$ cat config.mk
export PLATFORM = sky130hd
export DESIGN_NAME = life_grid_ctrl
export DESIGN_NICKNAME = d
export VERILOG_FILES = /design/src/rtl/life_pkg.sv /design/src/rtl/life_cell_rule.sv /design/src/rtl/life_grid_ctrl.sv
export SDC_FILE = /design/constraint.sdc
export NUM_CORES = 1
export LEC_CHECK = 0
export ABC_AREA = 0
export CORE_AREA = 2 2 149 260
export CTS_BUF_LIST = sky130_fd_sc_hd__clkbuf_4 sky130_fd_sc_hd__clkbuf_8
export CTS_CLUSTER_SIZE = 12
export DETAILED_ROUTE_END_ITERATION = 6
export DIE_AREA = 0 0 151 262
export PLACE_DENSITY = 0.63
export SLEW_MARGIN = 20
export SYNTH_ARGS = -nofsm -noshare
export SYNTH_HDL_FRONTEND = slang
export SYNTH_SLANG_ARGS = --single-unit
$ cat constraint.sdc
create_clock -name clk -period 9.1 [get_ports clk]
set_input_delay 2.73 -clock clk [delete_from_list [all_inputs] [get_ports clk]]
set_output_delay 2.73 -clock clk [all_outputs]
set_load 0.1 [all_outputs]
$ cat src/rtl/life_pkg.sv
// Shared types and B3/S23 rule constants for the Life grid controller.
package life_pkg;

   typedef enum logic [2:0] {
      CmdNop   = 3'd0,
      CmdWrite = 3'd1,
      CmdRead  = 3'd2,
      CmdStep  = 3'd3,
      CmdClear = 3'd4
   } cmd_e;

   typedef enum logic [0:0] {
      StIdle,
      StStepping
   } state_e;

   localparam int unsigned NBR_N = 8;

   // Bit n set means a neighbour count of n produces a live cell.
   localparam logic [8:0] BIRTH_MASK   = 9'b0_0000_1000;
   localparam logic [8:0] SURVIVE_MASK = 9'b0_0000_1100;

   // Neighbour k offsets, row-major around the centre cell.
   function automatic int nbr_dx(input int k);
      case (k)
         0, 3, 5: return -1;
         1, 6:    return 0;
         default: return 1;
      endcase
   endfunction

   function automatic int nbr_dy(input int k);
      case (k)
         0, 1, 2: return -1;
         3, 4:    return 0;
         default: return 1;
      endcase
   endfunction

endpackage

$ cat src/rtl/life_cell_rule.sv
// Next-state function of a single Life cell from its eight neighbours.
module life_cell_rule
   import life_pkg::*;
(
   input  logic [NBR_N-1:0] nbrs,
   input  logic             cur,
   output logic             nxt
);

   logic [3:0] cnt;

   always_comb begin
      cnt = '0;
      for (int i = 0; i < NBR_N; i++) begin
         cnt = cnt + {3'b000, nbrs[i]};
      end
      nxt = cur ? SURVIVE_MASK[cnt] : BIRTH_MASK[cnt];
   end

endmodule

$ cat src/rtl/life_grid_ctrl.sv
// Conway Life grid with a command port for cell access, clearing and multi-generation stepping.
module life_grid_ctrl
   import life_pkg::*;
#(
   parameter int unsigned GRID_W = 8,
   parameter int unsigned GRID_H = 8,
   parameter int unsigned WRAP   = 1,
   parameter int unsigned GEN_W  = 16
) (
   input  logic                                 clk,
   input  logic                                 reset,
   input  logic                                 cmd_valid,
   output logic                                 cmd_ready,
   input  logic [2:0]                           cmd,
   input  logic [$clog2(GRID_W)-1:0]            adr_x,
   input  logic [$clog2(GRID_H)-1:0]            adr_y,
   input  logic                                 state_in,
   input  logic [7:0]                           step_count,
   input  logic                                 halt,
   output logic                                 state_out,
   output logic                                 rd_valid,
   output logic                                 busy,
   output logic [GEN_W-1:0]                     generation,
   output logic [$clog2(GRID_W*GRID_H+1)-1:0]   alive_count
);

   localparam int unsigned CW = $clog2(GRID_W * GRID_H + 1);
   localparam int GW = int'(GRID_W);
   localparam int GH = int'(GRID_H);

   logic [GRID_H-1:0][GRID_W-1:0] cells_q, cells_d, cells_nxt;
   state_e                        st_q, st_d;
   cmd_e                          cmd_op;
   logic [7:0]                    rem_q, rem_d;
   logic [GEN_W-1:0]              gen_q, gen_d;
   logic [CW-1:0]                 alive_q, alive_d;
   logic                          rdv_q, rdv_d;
   logic                          rdo_q, rdo_d;
   logic                          adr_ok;

   assign cmd_op = cmd_e'(cmd);
   assign adr_ok = (32'(adr_x) < GRID_W) && (32'(adr_y) < GRID_H);

   for (genvar y = 0; y < GH; y++) begin : g_row
      for (genvar x = 0; x < GW; x++) begin : g_col
         logic [NBR_N-1:0] nbrs;
         for (genvar k = 0; k < NBR_N; k++) begin : g_nbr
            localparam int NX = x + nbr_dx(k);
            localparam int NY = y + nbr_dy(k);
            localparam int WX = (NX + GW) % GW;
            localparam int WY = (NY + GH) % GH;
            // Without wrap, neighbours beyond the edge read as dead.
            if (WRAP != 0 || (NX >= 0 && NX < GW && NY >= 0 && NY < GH)) begin : g_in
               assign nbrs[k] = cells_q[WY][WX];
            end else begin : g_out
               assign nbrs[k] = 1'b0;
            end
         end
         life_cell_rule u_rule (
            .nbrs (nbrs),
            .cur  (cells_q[y][x]),
            .nxt  (cells_nxt[y][x])
         );
      end
   end

   always_comb begin
      alive_d = '0;
      for (int y = 0; y < GH; y++) begin
         for (int x = 0; x < GW; x++) begin
            alive_d = alive_d + CW'(cells_q[y][x]);
         end
      end
   end

   always_comb begin
      st_d    = st_q;
      rem_d   = rem_q;
      gen_d   = gen_q;
      cells_d = cells_q;
      rdv_d   = 1'b0;
      rdo_d   = rdo_q;
      case (st_q)
         StIdle: begin
            if (cmd_valid) begin
               case (cmd_op)
                  CmdWrite: begin
                     if (adr_ok) cells_d[adr_y][adr_x] = state_in;
                  end
                  CmdRead: begin
                     rdv_d = 1'b1;
                     rdo_d = adr_ok ? cells_q[adr_y][adr_x] : 1'b0;
                  end
                  CmdStep: begin
                     rem_d = (step_count == 8'd0) ? 8'd1 : step_count;
                     st_d  = StStepping;
                  end
                  CmdClear: begin
                     cells_d = '0;
                     gen_d   = '0;
                  end
                  default: ;
               endcase
            end
         end
         StStepping: begin
            if (halt) begin
               st_d = StIdle;
            end else begin
               cells_d = cells_nxt;
               gen_d   = gen_q + GEN_W'(1);
               rem_d   = rem_q - 8'd1;
               if (rem_q == 8'd1) st_d = StIdle;
            end
         end
         default: st_d = StIdle;
      endcase
   end

   always_ff @(posedge clk or negedge reset) begin
      if (!reset) begin
         st_q    <= StIdle;
         rem_q   <= '0;
         gen_q   <= '0;
         cells_q <= '0;
         alive_q <= '0;
         rdv_q   <= 1'b0;
         rdo_q   <= 1'b0;
      end else begin
         st_q    <= st_d;
         rem_q   <= rem_d;
         gen_q   <= gen_d;
         cells_q <= cells_d;
         alive_q <= alive_d;
         rdv_q   <= rdv_d;
         rdo_q   <= rdo_d;
      end
   end

   assign cmd_ready   = (st_q == StIdle);
   assign busy        = (st_q == StStepping);
   assign state_out   = rdo_q;
   assign rd_valid    = rdv_q;
   assign generation  = gen_q;
   assign alive_count = alive_q;

endmodule

; ---- After elaboration in Yosys (flattened, before gate mapping)
; Memory sizes are Yosys's and may differ from the RTL's.
; Index checks and enable logic that the tools add are counted.
[word_totals]
in_bits = 22
rom_bits = 2048
ff_bits = 98
latch_bits = 0
mem_bits_rw = 0
mem_count = 128
output_inout_bits = 27
elab_cells = 963
[memory_table]
columns = memory, depth, word_bits, read_ports, rd_clocked_by_memory_dff, write_ports, line_no
row1 = (name not given), 16, 1, 1, 0, 0, life_cell_rule.sv:17  ; nxt = cur ? SURVIVE_MASK[cnt] : BIRTH_MASK[cnt];
row2 = (name not given), 16, 1, 1, 0, 0, life_cell_rule.sv:17
row3 = (name not given), 16, 1, 1, 0, 0, life_cell_rule.sv:17
row4 = (name not given), 16, 1, 1, 0, 0, life_cell_rule.sv:17
row5 = (name not given), 16, 1, 1, 0, 0, life_cell_rule.sv:17
row6 = (name not given), 16, 1, 1, 0, 0, life_cell_rule.sv:17
row7 = 122 more memories, -, -, -, -, -, -
[op_classes]
n_lt_le_gt_ge = 68
shift = 0
n_mul = 0
reduce_logical = 7
add_sub_neg = 513
n_div = 0
eq_ne = 10
n_bitwise = 1
n_mux = 222
[op_table]
columns = cell, n
row1 = $add 4x1->4, 384
row2 = $add 7x1->7, 57
row3 = $lt 4x5->1 const B, 64
row4 = $pmux 64 s2, 2
row5 = $mux 1, 201
row6 = $add 1x1->2, 65
row7 = $mux 64, 2
row8 = $bwmux 64, 1
row9 = $mux 16, 3
row10 = $mux 8, 6
row11 = $pmux 16 s2, 1
row12 = $bmux 8 s3, 1
row13 = $demux 8 s3, 1
row14 = $add 16x1->16 const B, 1
row15 = $pmux 8 s2, 1
row16 = $reduce_and 3->1, 4
row17 = $eq 8x1->1 const B, 1
row18 = $logic_not 8->1, 1
row19 = $lt 3x4->1 const B, 2
row20 = $sub 8x1->8 const B, 1
row21 = $add 6x1->7, 1
row22 = $add 5x1->6, 1
row23 = $eq 3x2->1 const B, 2
row24 = $ge 3x1->1 const B, 2
row25 = other kinds (13), 16

; ---- Longest topological paths before layout
; Gate-level depths: netlist (run 1).
[logic_depth]
depth_word = 63
mapped_depth = 20
depth_no_buf = 20

; ---- Modules after synthesis
; From an unflattened synthesis (run 1), not the netlist that was laid out.
[hier_totals]
cells_unflattened = 2138
area_unflattened_um2 = 18919.4
[modules_own_cells]
columns = module, area_per_inst_um2, seq_area_each_um2, cells_each, instances
row1 = life_cell_rule at g_row[2].g_col[1].u_rule ..., 173.9, 0.0, 20, 46
row2 = life_grid_ctrl, 7518.5, 2452.4, 858, 1
row3 = life_cell_rule at g_row[0].g_col[0].u_rule ..., 188.9, 0.0, 20, 18

; ---- Worst setup path before layout (run 1)
; Ideal clock, no wire load.
[synth_path]
kind = reg2reg
startpoint = register cells_q[35] (netlist name)
endpoint = register alive_q[6] (netlist: alive_count[6])
arrival_time_ps = 6029
path_slack_ps = 2949
setup_ps = 122
synth_period_minus_slack_ps = 6151
stages_incl_launch_ff = 21
cell_sequence = dfrtp_1 > inv_1 > fa_1 > inv_1 > fa_1 > fa_1 > inv_1 > fa_1 > inv_1 > fa_1 > fa_1 > fa_1 > inv_1 > fa_1 > inv_1 > fa_1 > a21o_1 > a21oi_1 > nor2b_1 > o21ai_0 > nand2b_1
[synth_via]
elab_chain_cells = 29
[synth_rtl]
columns = element, line_no
row1 = from (decl), life_grid_ctrl.sv:31  ; logic [GRID_H-1:0][GRID_W-1:0] cells_q, cells_d, cells_nxt;
row2 = from (signal assigned), life_grid_ctrl.sv:133  ; cells_q <= cells_d;
row3 = $add 7x1->7 (29 in a row), life_grid_ctrl.sv:71  ; alive_d = alive_d + CW'(cells_q[y][x]);
row4 = via alive_d[6], life_grid_ctrl.sv:36  ; logic [CW-1:0] alive_q, alive_d;
row5 = to (signal assigned), life_grid_ctrl.sv:134  ; alive_q <= alive_d;
row6 = to (decl), life_grid_ctrl.sv:36
; The timed path passes the listed nets, and every way through them passes these cells.
; A chain may end at the register's enable or synchronous reset.

; ---- Worst setup path after layout (run 1)
[layout_path]
startpoint = register cells_q[49] (netlist name)
endpoint = register alive_q[6] (netlist: alive_count[6])
[layout_via]
elab_chain_cells = 15
[layout_rtl]
columns = element, line_no
row1 = $add 7x1->7 (15 in a row), life_grid_ctrl.sv:71
row2 = via alive_d[6], life_grid_ctrl.sv:36
; The timed path passes the listed nets, and every way through them passes these cells.

==> results.md, run 1 <==
• **hold path startpoint** generation[0]$_DFFE_PN0P_
• **Setup violations, final** 0
• **final setup slack of the worst path** 2.39 ns
• **maximum clock rate** 0.149 GHz
• **sort of element at the start of the critical path** flip-flop
• **remaining routing DRC violations** 0
• **maximum clock path buffer count** 2
• **share of the core filled with cells in the final layout** 0.528
• **core region area** 0.0374 sq mm
• **cts bufs inserted** 9
• **Final Max Slew Viols** 0
• **CTS tree** done
• **library cells used by synthesis** 68
• **worst slack on hold paths** 0.537 ns
• **CTS H-tree lvls** 3
• **share of synthesized registers carrying an async set or reset** 1.00
• **clock-pin slew of the registers on the worst-case setup and hold paths** 0.13 ns
• **number of search-and-repair iterations in the first detailed-routing pass** 5
• **layout net count** 2,569
• **Maximum Capacitance Violations** 0
• **grt ovf** 0
• **Num Clock Sinks** 98
• **area of the mapped netlist** 0.0185 sq mm
• **P&R area growth vs syn** 6.50%
• **crit path DAT** 7.06 ns
• **RSZ-0062 raised after global routing** no
• **routed wire length** 63.3 mm
• **width of the die** 151 microns
• **half-perimeter wire length of the detailed placement result** 50.0 mm
• **startpoint of the worst setup timing path** cells_q[49]$_DFFE_PN0P_
• **number of antenna-violating nets in the routed design** 0
• **number of synthesis warnings** 0
• **pin count of the biggest net entering global routing** 73
• **Req. time, crit path** 9.45 ns
• **Post-CTS Hold Fix Bufs** 0
• **clock insertion delay at the later pin of the skew report** 0.46 ns
• **CP Class** reg2reg
• **DRC marker count from the first detailed-route iteration** 974
• **Setup WS pre-CTS** 2.43 ns
• **critical path's largest stage delay** 0.71 ns
• **post-synthesis instance total** 1,997
• **number of I/O port buffers** 48
• **wire length per cell** 25.2 microns
• **most used cells in the layout excluding fill and tap cells** sky130_fd_sc_hd__inv_1 (549), sky130_fd_sc_hd__fa_1 (310), sky130_fd_sc_hd__ha_1 (210)
• **number of hold violations in the final report** 0
• **number of gates resized after CTS** 0
• **outcome** complete, no violations
• **static leakage power** 9.52 nW
• **most frequent standard cell in the layout excluding fill and tap cells** sky130_fd_sc_hd__inv_1
• **Clock Skews** 0.0239 ns
• **y dimension of the die** 262 microns
• **sequential-to-total area share from yosys stat** 0.132
• **Syn Area/Cell** 9.28 sq um
• **share of post-route cells with drive strength above 1** 0.0433
• **worst slew margin relative to its limit** 0.267
• **area of placed instances** 0.0195 sq mm
• **post-synthesis net count** 2,539
• **slowest CP cell** sky130_fd_sc_hd__dfrtp_1
• **most used flip-flop cell after synthesis** sky130_fd_sc_hd__dfrtp_1
• **via count of the routed design** 14,800
• **number of flops mapped to enable cells by yosys** 0
• **initial antenna violation count** 1
• **area of the die** 0.0396 sq mm
• **Starting Density** 0.495
• **post-route clock period utilization** 0.737
• **Crit Reg-Reg Startpoint** cells_q[49]$_DFFE_PN0P_
• **number of buffers inserted to repair setup after CTS** 0
• **vias in the first global route** 15,900
• **final worst path period need** 6.71 ns
• **# IOs** 49
• **cells along the critical path** inv_1 > fa_1 > inv_1 > fa_1 > inv_1 > fa_1 > fa_1 > inv_1 > fa_1 > fa_1 > fa_1 > inv_1 > fa_1 > inv_1 > fa_1 > a21o_1 > a21oi_1 > nor2b_1 > o21ai_0 > nand2b_1
• **endpoint type of the worst setup path** flip-flop
• **Final Cell Area** 0.0197 sq mm
• **global-route wire length before repair** 96.2 mm
• **Total Routing Usage GR** 0.338
• **number of synthesized register bits** 98
• **peak fanout along the critical path** 10
• **pin slew with the least headroom to its limit** 1.09 ns
• **pwr dens** 62.9 mW/mm^2
• **clock tree root driver cell** sky130_fd_sc_hd__clkbuf_8
• **via-per-instance ratio** 5.90
• **final estimated routing congestion in global placement** 0.961
• **accumulated negative setup slack** 0 ns
• **hold crit path type** reg2reg
• **maximum vdd ir drop** 99.8 uV
• **most frequent CP cell** sky130_fd_sc_hd__fa_1
• **Placement Rows** 94
-- layout make-up --
type | count | area, sq um
fillers | 3558 | 17700
multi-input cells | 1298 | 13800
flip-flops and latches | 98 | 2450
inverters | 551 | 2070
repair buffers | 69 | 631
well taps | 480 | 601
clock buffers | 9 | 124
clock inverters | 7 | 86.3
diodes | 1 | 2.50
-- state kept, by name, indices dropped and copies added, names as in the netlist --
name         count
state_out        1
alive_count      7
rem_q            8
busy             1
rd_valid         1
cells_q         64
generation      16
-- cells in the mapped netlist, drive strengths merged (3+ instances only) --
| library cell | n | area share |
|---|---|---|
| a2111oi | 48 | 0.023 |
| a21o | 3 | 0.0012 |
| a21oi | 136 | 0.037 |
| a221o | 4 | 0.0022 |
| a22o | 4 | 0.0019 |
| a22oi | 4 | 0.0016 |
| a31oi | 21 | 0.0071 |
| and2 | 6 | 0.0020 |
| and3 | 6 | 0.0020 |
| buf | 29 | 0.0091 |
| clkbuf | 21 | 0.0043 |
| dfrtp | 98 | 0.13 |
| fa | 310 | 0.33 |
| ha | 210 | 0.14 |
| inv | 551 | 0.11 |
| mux2 | 70 | 0.043 |
| mux2i | 9 | 0.0049 |
| mux4 | 3 | 0.0036 |
| nand2 | 95 | 0.019 |
| nand3 | 16 | 0.0046 |
| nand3b | 3 | 0.0012 |
| nand4 | 6 | 0.0028 |
| nor2 | 103 | 0.021 |
| nor2b | 25 | 0.0084 |
| nor3 | 7 | 0.0036 |
| nor3b | 3 | 0.0018 |
| nor4 | 3 | 0.0010 |
| o21ai | 21 | 0.0057 |
| o22ai | 69 | 0.023 |
| o2bb2ai | 3 | 0.0014 |
| or2 | 3 | 0.0010 |
| or3 | 73 | 0.025 |
| xnor2 | 5 | 0.0024 |
| xor2 | 5 | 0.0024 |
-- power breakdown --
group / total [W] / leakage, nW / internal (W) / switching (W)
registers: 0.000497 / 1.34 / 0.000460 / 0.0000375
logic: 0.000396 / 8.08 / 0.000122 / 0.000273
clock network: 0.000348 / 0.103 / 0.000132 / 0.000215
-- path summary, 6_finish.rpt --
check | end | slack (ns) | cells past startpoint
worst max-delay path | alive_count[6]$_DFF_PN0_ | 2.39 | 20
worst min-delay path | generation[0]$_DFFE_PN0P_ | 0.54 | 1
worst max register to register | alive_count[6]$_DFF_PN0_ | 2.39 | 20
worst min register to register | generation[0]$_DFFE_PN0P_ | 0.54 | 1
max in group asynchronous | cells_q[7]$_DFFE_PN0P_ | 5.45 | 2
min in group asynchronous | rem_q[4]$_DFFE_PN0P_ | 2.31 | 1
-- metrics by stage --
step	cells	power [W]
6_report	2513	0.00124
3_3_place_gp	2496	0.000895
3_5_place_dp	2496	0.000897
2_1_floorplan	1997	0.000755
5_1_grt	2512	0.00130
4_1_cts	2512	0.00125
-- layer usage --
layer	global-route usage	routed length [microns]
met5	0	13
met2	0.587	32100
met4	0.264	5900
met3	0.0378	3280
met1	0.374	22000
-- worst max-delay path: cells and delay by family, from the launching register on --
kind	cells	cell delay (ns)
AOI/OAI and AO/OA	3	0.55
DFF	1	0.71
adders and majority gates	9	4.61
and+or+nand+nor	2	0.14
buffers and inverters	6	0.60
-- cell families after synthesis --
family	count (synthesis)	share of synthesized area
multiplexers	82	0.0513
adder cells (fa/ha/maj)	520	0.477
flip-flops	98	0.132
XOR/XNOR	10	0.00473
buffers and inverters	601	0.125
AND/OR/NAND/NOR	360	0.0985
AO/OA/AOI/OAI	326	0.111
Power figures use the tool's default switching activity.
==> run 2, diff against run 1 <==
PLACE_DENSITY = 0.66   (was 0.63)
clock period = 5.9 ns   (was 9.1 ns; I/O delays follow)
==> results.md, run 2 (same netlist as run 1, synthesis figures left out) <==
• **Total Routing Usage GR** 0.329
• **number of I/O port buffers** 48
• **grt ovf** 0
• **area of placed instances** 0.0202 sq mm
• **initial antenna violation count** 5
• **FF-to-FF End** alive_count[6]$_DFF_PN0_
• **worst slew margin relative to its limit** 0.300
• **crit path DAT** 6.27 ns
• **switching power total** 0.000756 W
• **core region area** 0.0374 sq mm
• **width of the die** 151 microns
• **number of antenna-violating nets in the routed design** 0
• **static leakage power** 9.94 nW
• **final setup slack of the worst path** -0.0409 ns
• **area used by sequential logic in the layout** 0.00246 sq mm
• **cts bufs inserted** 9
• **Setup violations, final** 1
• **critical path's top delay family** adder cells
• **Maximum Capacitance Violations** 0
• **cells along the critical path** clkinvlp_4 > fa_1 > inv_2 > fa_2 > inv_2 > fa_2 > fa_1 > fa_1 > fa_1 > fa_1 > fa_1 > inv_2 > ha_4 > fa_2 > a21o_1 > a21oi_2 > nor2b_1 > o21ai_1 > nand2b_1
• **hold-critical path depth** 1
• **via-per-instance ratio** 5.88
• **placed cell count** 2,582
• **maximum clock path buffer count** 2
• **hold crit path type** reg2reg
• **area of combinational cells with multiple inputs** 0.0138 sq mm
• **Placement Rows** 94
• **Starting Density** 0.495
• **number of hold violations in the final report** 0
• **CP Class** reg2reg
• **RSZ-0062 raised after global routing** yes
• **number of cells on the worst reg-to-reg path** 19
• **switching share of power** 0.394
• **DRC marker count from the first detailed-route iteration** 1,016
• **Power, Total** 0.00192 W
• **P&R area growth vs syn** 10.5%
• **final non-filler cell total** 2,600
• **outcome** finished with violations
• **pin slew with the least headroom to its limit** 1.05 ns
• **Crit Reg-Reg Startpoint** cells_q[47]$_DFFE_PN0P_
• **number of search-and-repair iterations in the first detailed-routing pass** 7
• **hold path startpoint** generation[0]$_DFFE_PN0P_
• **clock network power share** 0.284
• **final estimated routing congestion in global placement** 0.990
• **destination of the worst hold path** generation[0]$_DFFE_PN0P_
• **flip-flop count of the largest register, all copies and words added** 64
• **pwr dens** 93.7 mW/mm^2
• **endpoint type of the worst setup path** flip-flop
• **y dimension of the die** 262 microns
• **clock insertion delay at the later pin of the skew report** 0.44 ns
• **final-layout fill cell count** 3,375
• **worst slack on hold paths** 0.556 ns
• **remaining routing DRC violations** 0
• **layout net count** 2,656
• **failing checks** setup timing
• **vias in the first global route** 16,400
• **peak fanout along the critical path** 2
• **Clock Skews** 0.0128 ns
• **# IOs** 49
• **Final Cell Area** 0.0205 sq mm
• **half-perimeter wire length of the detailed placement result** 49.7 mm
• **combinational power share** 0.321
• **part of the total power dissipated in sequential elements** 0.396
• **Most flops, register** cells_q
• **clock tree root driver cell** sky130_fd_sc_hd__clkbuf_8
• **most frequent standard cell in the layout excluding fill and tap cells** sky130_fd_sc_hd__inv_1
• **most frequent CP cell** sky130_fd_sc_hd__fa_1
• **most used cells in the layout excluding fill and tap cells** sky130_fd_sc_hd__inv_1 (538), sky130_fd_sc_hd__fa_1 (305), sky130_fd_sc_hd__ha_1 (208)
• **via count of the routed design** 15,300
• **startpoint of the worst setup timing path** cells_q[47]$_DFFE_PN0P_
• **pin count of the biggest net entering global routing** 67
• **share of post-route cells with drive strength above 1** 0.0958
• **routed wire length** 61.8 mm
• **critical path's largest stage delay** 0.59 ns
• **clock-pin slew of the registers on the worst-case setup and hold paths** 0.11 ns
• **CTS tree** done
• **maximum clock rate** 0.168 GHz
• **Num Clock Sinks** 98
• **final worst path period need** 5.94 ns
• **area of the die** 0.0396 sq mm
• **worst reg2reg setup slack** -0.04 ns
• **Req. time, crit path** 6.23 ns
• **post-route clock period utilization** 1.01
• **Final Max Slew Viols** 0
• **maximum vdd ir drop** 119 uV
• **slowest CP cell** sky130_fd_sc_hd__fa_2
• **sort of element at the start of the critical path** flip-flop
• **buffers and inverters on the worst path** 4
• **CTS H-tree lvls** 3
• **wire length per cell** 23.8 microns
• **global-route wire length before repair** 94.3 mm
• **internal power** 0.00116 W
• **Setup WS pre-CTS** -0.0653 ns
## run 2: layer usage
layer / part of all wire / global-route usage
met4: 0.11 / 0.300
met2: 0.50 / 0.568
met3: 0.062 / 0.0585
met5: 0.00040 / 0
met1: 0.32 / 0.333
## run 2: cell type report
| type | instances | share of cell area |
|---|---|---|
| clock inverters | 4 | 0.00373 |
| diodes | 1 | 0.000122 |
| well taps | 480 | 0.0293 |
| clock buffers | 12 | 0.00715 |
| inverters | 551 | 0.101 |
| multi-input cells | 1298 | 0.675 |
| flip-flops and latches | 98 | 0.120 |
| repair buffers | 156 | 0.0633 |
## run 2: worst max path at each step
stage | slack, ns | to | cells past startpoint
6_report | -0.04 | alive_count[6]$_DFF_PN0_ | 19
5_1_grt | -0.19 | alive_count[6]$_DFF_PN0_ | 19
4_1_cts | -0.007 | alive_count[5]$_DFF_PN0_ | 20
3_5_place_dp | -0.07 | alive_count[5]$_DFF_PN0_ | 20
3_3_place_gp | 0.03 | alive_count[5]$_DFF_PN0_ | 20
2_1_floorplan | 0.004 | alive_count[6]$_DFF_PN0_ | 17
## run 2: per-stage QoR
| step | setup TNS [ns] | util |
|---|---|---|
| 6_report | -0.0409 | 0.547 |
| 5_1_grt | -0.420 | 0.547 |
| 4_1_cts | -0.00694 | 0.546 |
| 3_5_place_dp | -0.0685 | 0.540 |
| 3_3_place_gp | 0 | 0.540 |
| 2_1_floorplan | 0 | - |
## run 2: what timing repair did
item | in CTS | in global routing
buffers inserted | 1 | 0
setup endpoints to repair | 2 | 4
hold buffers | 0 | 0
pin swaps | 6 | 16
resized for setup | 3 | 11
## run 2: power groups by stage
stage / clock (W) / sequential [W] / combinational (W)
2_1_floorplan: 0 / 0.000853 / 0.000311
3_3_place_gp: 0 / 0.000770 / 0.000591
3_5_place_dp: 0 / 0.000770 / 0.000603
4_1_cts: 0.000555 / 0.000758 / 0.000608
5_1_grt: 0.000576 / 0.000765 / 0.000670
6_report: 0.000544 / 0.000759 / 0.000615
